**config.mk**
```make
export PLATFORM = sky130hd
export DESIGN_NAME = bpu_bht
export DESIGN_NICKNAME = d
export VERILOG_FILES = /design/src/rtl/bpu_bht.sv
export SDC_FILE = /design/constraint.sdc
export NUM_CORES = 1
export LEC_CHECK = 0
export ABC_CLOCK_PERIOD_IN_PS = 3050
export CAP_MARGIN = 20
export CORE_MARGIN = 2
export CORE_UTILIZATION = 45
export CTS_BUF_LIST = sky130_fd_sc_hd__clkbuf_8
export DETAILED_ROUTE_END_ITERATION = 8
export MAX_ROUTING_LAYER = met4
export PLACE_DENSITY = 0.8
export REMOVE_ABC_BUFFERS = 1
export SYNTH_ARGS = -nofsm -noshare
export SYNTH_HDL_FRONTEND = slang
export SYNTH_SLANG_ARGS = --single-unit
```
**constraint.sdc**
```tcl
create_clock -name clk -period 3.05 [get_ports clk]
set_clock_uncertainty 0.15 [all_clocks]
set_input_delay 0.4575 -clock clk [delete_from_list [all_inputs] [get_ports clk]]
set_output_delay 0.4575 -clock clk [all_outputs]
set_load 0.1 [all_outputs]
```
**src/rtl/bpu_bht.sv**
```systemverilog
// bpu_bht: PC-indexed (optionally gshare) table of saturating counters.
// Predicts in IF, carries {valid,pred,idx} through D and E, trains in E.
// Ports:
//  clk, rst (sync, active high), stall_IF/stall (freeze), flush (kill D)
//  inst/pc (IF), E_op/E_real_jump (E resolve)
//  pred_jump/pc_pred (IF), t_pnt/nt_pt (E), right_cnt/wrong_cnt (perf)
module bpu_bht #(
  parameter int IDX_W  = 4,
  parameter int CTR_W  = 2,
  parameter int GSHARE = 0,
  parameter int GHR_W  = 4,
  parameter int PERF_W = 32
) (
  input  logic              clk,
  input  logic              rst,
  input  logic              stall_IF,
  input  logic              stall,
  input  logic              flush,
  input  logic [31:0]       inst,
  input  logic [31:0]       pc,
  input  logic [4:0]        E_op,
  input  logic              E_real_jump,
  output logic              pred_jump,
  output logic [31:0]       pc_pred,
  output logic              t_pnt,
  output logic              nt_pt,
  output logic [PERF_W-1:0] right_cnt,
  output logic [PERF_W-1:0] wrong_cnt
);

  localparam int N = 1 << IDX_W;
  localparam logic [CTR_W-1:0] CTR_RST =
    CTR_W'((1 << (CTR_W - 1)) - 1);

  typedef struct packed {
    logic             vld;
    logic             pred;
    logic [IDX_W-1:0] idx;
  } slot_t;

  logic [CTR_W-1:0]  ctr_q [N];
  logic [CTR_W-1:0]  ctr_cur;
  logic [CTR_W-1:0]  ctr_d;
  logic [GHR_W-1:0]  ghr_q, ghr_d;
  logic [GHR_W:0]    ghr_sh;
  slot_t             d_q, d_d, e_q;
  logic [PERF_W-1:0] right_q, right_d;
  logic [PERF_W-1:0] wrong_q, wrong_d;

  logic             is_br;
  logic [IDX_W-1:0] pc_idx, ghr_ext, idx_if;
  logic [31:0]      b_imm;
  logic             hold, upd;
  logic             unused_inst;

  assign unused_inst = ^{inst[24:12], inst[1:0]};

  // IF: decode, index and predict
  assign is_br   = inst[6:2] == 5'b11000;
  assign pc_idx  = pc[IDX_W+1:2];
  assign ghr_ext = IDX_W'(ghr_q);
  assign idx_if  = (GSHARE != 0) ? (pc_idx ^ ghr_ext) : pc_idx;
  assign b_imm   = {{20{inst[31]}}, inst[7], inst[30:25],
                    inst[11:8], 1'b0};
  assign pc_pred   = (pc + b_imm) & ~32'd1;
  assign pred_jump = is_br & ctr_q[idx_if][CTR_W-1];

  // E: resolve
  assign hold  = stall_IF | stall;
  assign upd   = (E_op == 5'b11000) & e_q.vld;
  assign t_pnt = upd &  E_real_jump & ~e_q.pred;
  assign nt_pt = upd & ~E_real_jump &  e_q.pred;

  assign right_cnt = right_q;
  assign wrong_cnt = wrong_q;

  always_comb begin
    d_d = flush ? '0 : {is_br, pred_jump, idx_if};
  end

  // Saturating counter update for the entry held in E
  assign ctr_cur = ctr_q[e_q.idx];
  always_comb begin
    ctr_d = ctr_cur;
    if (E_real_jump) begin
      if (ctr_cur != {CTR_W{1'b1}}) ctr_d = ctr_cur + CTR_W'(1);
    end else begin
      if (ctr_cur != '0) ctr_d = ctr_cur - CTR_W'(1);
    end
  end

  // Works for GHR_W == 1 as well: drop the oldest bit
  assign ghr_sh = {ghr_q, E_real_jump};
  assign ghr_d  = ghr_sh[GHR_W-1:0];

  always_comb begin
    right_d = right_q;
    wrong_d = wrong_q;
    if (e_q.pred == E_real_jump) begin
      if (right_q != '1) right_d = right_q + PERF_W'(1);
    end else begin
      if (wrong_q != '1) wrong_d = wrong_q + PERF_W'(1);
    end
  end

  always_ff @(posedge clk) begin
    if (rst) begin
      for (int i = 0; i < N; i++) ctr_q[i] <= CTR_RST;
      ghr_q   <= '0;
      d_q     <= '0;
      e_q     <= '0;
      right_q <= '0;
      wrong_q <= '0;
    end else if (!hold) begin
      d_q <= d_d;
      e_q <= d_q;
      if (upd) begin
        for (int i = 0; i < N; i++)
          if (e_q.idx == IDX_W'(i)) ctr_q[i] <= ctr_d;
        ghr_q   <= ghr_d;
        right_q <= right_d;
        wrong_q <= wrong_d;
      end
    end
  end

endmodule

```
# Word-level counts from Yosys, hierarchy flattened
# Memory sizes are Yosys's and may differ from the RTL's. A register that Yosys moved wholly into a read port is not among the register bits.
# Cells that the tools add are included.
dict set report totals {
  input_bits 75
  output_inout_bits 99
  reg_bits 76
  latch_bits 0
  word_cells 170
  memories 1
  ram_bits 32
  mem_bits_ro 0
}
# name words width rd rd_ports_with_merged_regs write_ports line
set mem_list {}
lappend mem_list {ctr_q 16 2 2 1 16 41} ;# logic [CTR_W-1:0] ctr_q [N];
dict set report classes {
  n_shift 0
  n_mux 104
  eq_ne 21
  n_bitwise 27
  div_mod_pow 0
  n_mul 0
  n_addsub 5
  reduce_logical 4
  order_cmp 0
}
# cell n
set op_table {}
lappend op_table {{$mux 1} 82}
lappend op_table {{$add 32x1->32 const B} 2}
lappend op_table {{$ne 32x32->1 const B} 2}
lappend op_table {{$mux 2} 19}
lappend op_table {{$add 32x32->32} 1}
lappend op_table {{$eq 4x4->1 const B} 8}
lappend op_table {{$or 1x1->1} 17}
lappend op_table {{$eq 4x3->1 const B} 4}
lappend op_table {{$eq 5x5->1 const B} 2}
lappend op_table {{$eq 4x2->1 const B} 2}
lappend op_table {{$mux 4} 2}
lappend op_table {{$reduce_and 4->1} 2}
lappend op_table {{$and 1x1->1} 6}
lappend op_table {{$mux 6} 1}
lappend op_table {{$eq 4x1->1 const B} 1}
lappend op_table {{$logic_not 4->1} 1}
lappend op_table {{$not 1->1} 4}
lappend op_table {{$add 2x1->2 const B} 1}
lappend op_table {{$ne 2x2->1 const B} 1}
lappend op_table {{$reduce_bool 2->1} 1}
lappend op_table {{$sub 2x1->2 const B} 1}
lappend op_table {{$eq 1x1->1} 1}

# Longest topological paths before layout
dict set report depth {
  word_depth 7
  mapped_depth 9
  mapped_depth_nobuf 9
}

# Worst setup path before layout
# Ideal clock, no wire load.
dict set report synth_timing {
  kind {input-to-output}
  from {in inst[8]}
  to {out pc_pred[31]}
  path_buffers 0
  setup_slack_ns -4.574
  t_required_ns 2.442
  path_stages 9
  arrival_time_ns 7.017
  cell_sequence {ha_1 fa_1 a21o_1 a221o_1 o21ai_1 a2111oi_1 o31ai_2 o221ai_1 a2111oi_0}
}
dict set report synth_via {
  elab_chain_cells 1
}
# item line
set synth_rtl {}
lappend synth_rtl {{from (decl)} 19} ;# input logic [31:0] inst,
lappend synth_rtl {{$add 32x32->32} 65} ;# assign pc_pred = (pc + b_imm) & ~32'd1;
lappend synth_rtl {{to (decl)} 24} ;# output logic [31:0] pc_pred,
# No other way between the ends.

# Worst setup path after layout
dict set report layout_timing {
  from {in inst[31]}
  to {out pc_pred[31]}
}
# The elaborated chain is that of the path after synthesis.

==> results_dict.tcl <==
set metrics [dict create \
    seqPwrFrac 0.330 \
    synth_edf_count 32 \
    multiInputGateArea_um2 4650 \
    worstHoldStart "d_q[1]" \
    synth_area_um2 6720 \
    worstPathArrival_ns 3.08 \
    vias 7033 \
    async_flop_share 0 \
    swShare 0.372 \
    antenna_found_initial 0 \
    core_um2 14500 \
    r2r_slack_ns 0.11 \
    min_path_type "flip-flop to flip-flop" \
    drive_above_1_share 0.351 \
    slew_headroom 0.464 \
    worstPathRequired_ns 2.44 \
    clock_sinks 112 \
    areaGrowthSynthToFinish_pct 57.8 \
    die_width_um 126 \
    ys_ff_latch 112 \
    top_layer_used "met4" \
    wl_met3_um 1530 \
    period_share 1.21 \
    nets 1138 \
    setup.worst_path.start "inst[31]" \
    rsz0062_at_grt "true" \
    yosysMostFrequentCell "nor2_1" \
    yosysTopAreaCell "dfxtp_1" \
    dp.final_hpwl_um 14100 \
    drc_errors 0 \
    antenna_cells 0 \
    antenna_left 0 \
    critPathSlowestCell "a2111oi_4" \
    synth_top_area_share 0.238 \
    setup_viol 20 \
    grt_overflow_total 0 \
    drt_pass1_iterations 5 \
    met1_length_um 8610 \
    status "finished, violations left" \
    synth_ff_type "dfxtp_1" \
    reg2regPathDepth 6 \
    wl_met2_um 11200 \
    crit_end "pc_pred[31]" \
    synth_area_leaders "dfxtp_1 (24%), edfxtp_1 (14%), ha_1 (6.0%)" \
    final_max_slew_viol_count 0 \
    cts-buffers-inserted 9 \
    initialDrtViolationCount 531 \
    cts_htree_levels 3 \
    critPathCaptureType "primary output" \
    ys_types 70 \
    power_leakage_nw 4.13 \
    cap_violations 0 \
    path_class "primary input to primary output" \
    dieArea_um2 15900 \
    cpPeakStageDelay_ns 0.41 \
    grt_pass1_vias 6754 \
    comb_power_share 0.461 \
    fillCellCount 993 \
    peakVddDrop_uv 381 \
    clock.fmax_mhz 271 \
    fp.dieH_um 126 \
    dpl_cell_area_um2 9400 \
    min_period_ns 3.68 \
    ys_seq_area_frac 0.382 \
    syn_avg_cell_area_um2 8.90 \
    drt_wl_total_um 22400 \
    cts-root-buf "clkbuf_8" \
    p_switching_mw 1.76 \
    r2r-end "ctr_q[3][0]" \
    crit_path_start_kind "primary input" \
    port_buffers 156 \
    violations "setup timing" \
    cts_tree "done" \
    clockBufferDepth 2 \
    tightest_slew_ns 0.805 \
    fp-row-count 44 \
    clockPowerShare 0.210 \
    p_int_mw 2.96 \
    cp_max_fo 13 \
    gp_congestion 0.901 \
    final-hold-violation-count 0 \
    layout.area.seq_um2 2560 \
    ios 174 \
    grt_pass1_wl_um 32800 \
    routedWlPerCell_um 18.4 \
    clk_pin_slew_worst_paths_ns 0.09 \
    track_usage 0.260 \
    timing.critical_path.cells "buf_12, buf_6, buf_8, ha_1, a21o_1, a21o_1, a21oi_1, o21ai_0, a21oi_2, o221ai_2, a2111oi_4, buf_12" \
    p_per_area_nw_per_um2 445 \
    synth_commonest_cells "nor2_1 (81), dfxtp_1 (80), nand2_1 (80)" \
    final_cell_area_um2 10600 \
    ys_warn_count 0 \
    via_per_inst 5.77 \
    pre_cts_ws_ns -1.10 \
    start_util 0.462 \
    setup_ws_ns -0.634 \
    clock_latency_ns 0.37 \
    syn_inst 755 \
    grt_start_max_net_pins 77 \
]
## metrics by stage
step | utilization | hold slack, ns | std cells | power, mW | setup TNS [ns]
finish | 0.729 | 0.309 | 1219 | 4.72 | -7.43
global route | 0.729 | 0.343 | 1219 | 4.85 | -8.55
floorplan | - | 0.276 | 724 | 2.63 | -24.95
detailed placement | 0.647 | 0.296 | 1178 | 3.41 | -15.78
global placement | 0.647 | 0.292 | 1178 | 3.39 | -15.42
CTS | 0.709 | 0.310 | 1208 | 4.57 | -5.88
## metal layers
layer,up-vias,GRT usage
met4,0,0.109
li1,3294,-
met5,-,-
met2,321,0.445
met3,98,0.0556
met1,3320,0.295
## layout by cell type (no fill, tap or decap), drive strengths merged, types with 7 or more instances in the layout
cell type      instances
a21o                   7
a21oi                 59
and3                  10
buf                  241
clkbuf                20
clkdlybuf4s50         26
dfxtp                 80
edfxtp                32
ha                    32
inv                   13
mux4                  13
nand2                 80
nand3                 23
nand3b                 7
nand4                 22
nor2                  81
nor2b                  7
nor3                  23
o21ai                 44
or3                   25
xnor2                 36
xor2                  42
## power groups by stage
stage                     combinational (mW)  clock, mW  sequential [mW]
after global routing                    2.23       1.06             1.56
after floorplan                         1.04          0             1.59
after global placement                  1.81          0             1.59
after detailed placement                1.82          0             1.59
final                                   2.18      0.989             1.56
after CTS                               2.01       1.01             1.56
## flip-flops by register name, summed over array words and instances, names as in the netlist, named ones only
signal and count:
d_q 6, e_q 6, ctr_q 32, wrong_cnt 32
right_cnt 32
## how the worst min path moves through the flow
stage	end	slack (ns)	cells after the start
2_1_floorplan	e_q[5]	0.28	2
4_1_cts	d_q[1]	0.31	2
6_report	d_q[1]	0.31	2
3_5_place_dp	d_q[1]	0.30	2
3_3_place_gp	d_q[2]	0.29	2
5_1_grt	ctr_q[0][0]	0.34	2
## layout make-up
class                           instances  share of cell area
Inverter                               15             0.00531
Clock inverter                          5             0.00744
Multi-Input combinational cell        597               0.439
Timing Repair Buffer                  295               0.271
Clock buffer                           11              0.0143
Sequential cell                       112               0.242
Tap cell                              184              0.0217
## kinds of logic (layout without fill, tap and decap cells)
group	Yosys count	count (layout)	synth area share
adder cells (fa/ha/maj)	38	38	0.0700
XOR/XNOR	78	78	0.102
multiplexers	19	19	0.0551
AND/OR/NAND/NOR	305	305	0.221
flip-flops	112	112	0.382
AO/OA/AOI/OAI	156	156	0.142
buffers and inverters	46	326	0.0276
other	1	1	0.000558
## what timing repair did
| action | CTS | global route |
|---|---|---|
| pin swaps | 42 | 45 |
| resized for setup | 154 | 64 |
| endpoints found under the setup margin | 27 | 23 |
| hold buffers | 0 | 0 |
| buffers inserted | 19 | 14 |
## critical path: cells and delay by family
kind | cells | cell delay [ns]
AOI/OAI and AO/OA | 7 | 1.64
adders and majority gates | 1 | 0.32
buffers and inverters | 4 | 0.64
Power figures use the tool's default switching activity.
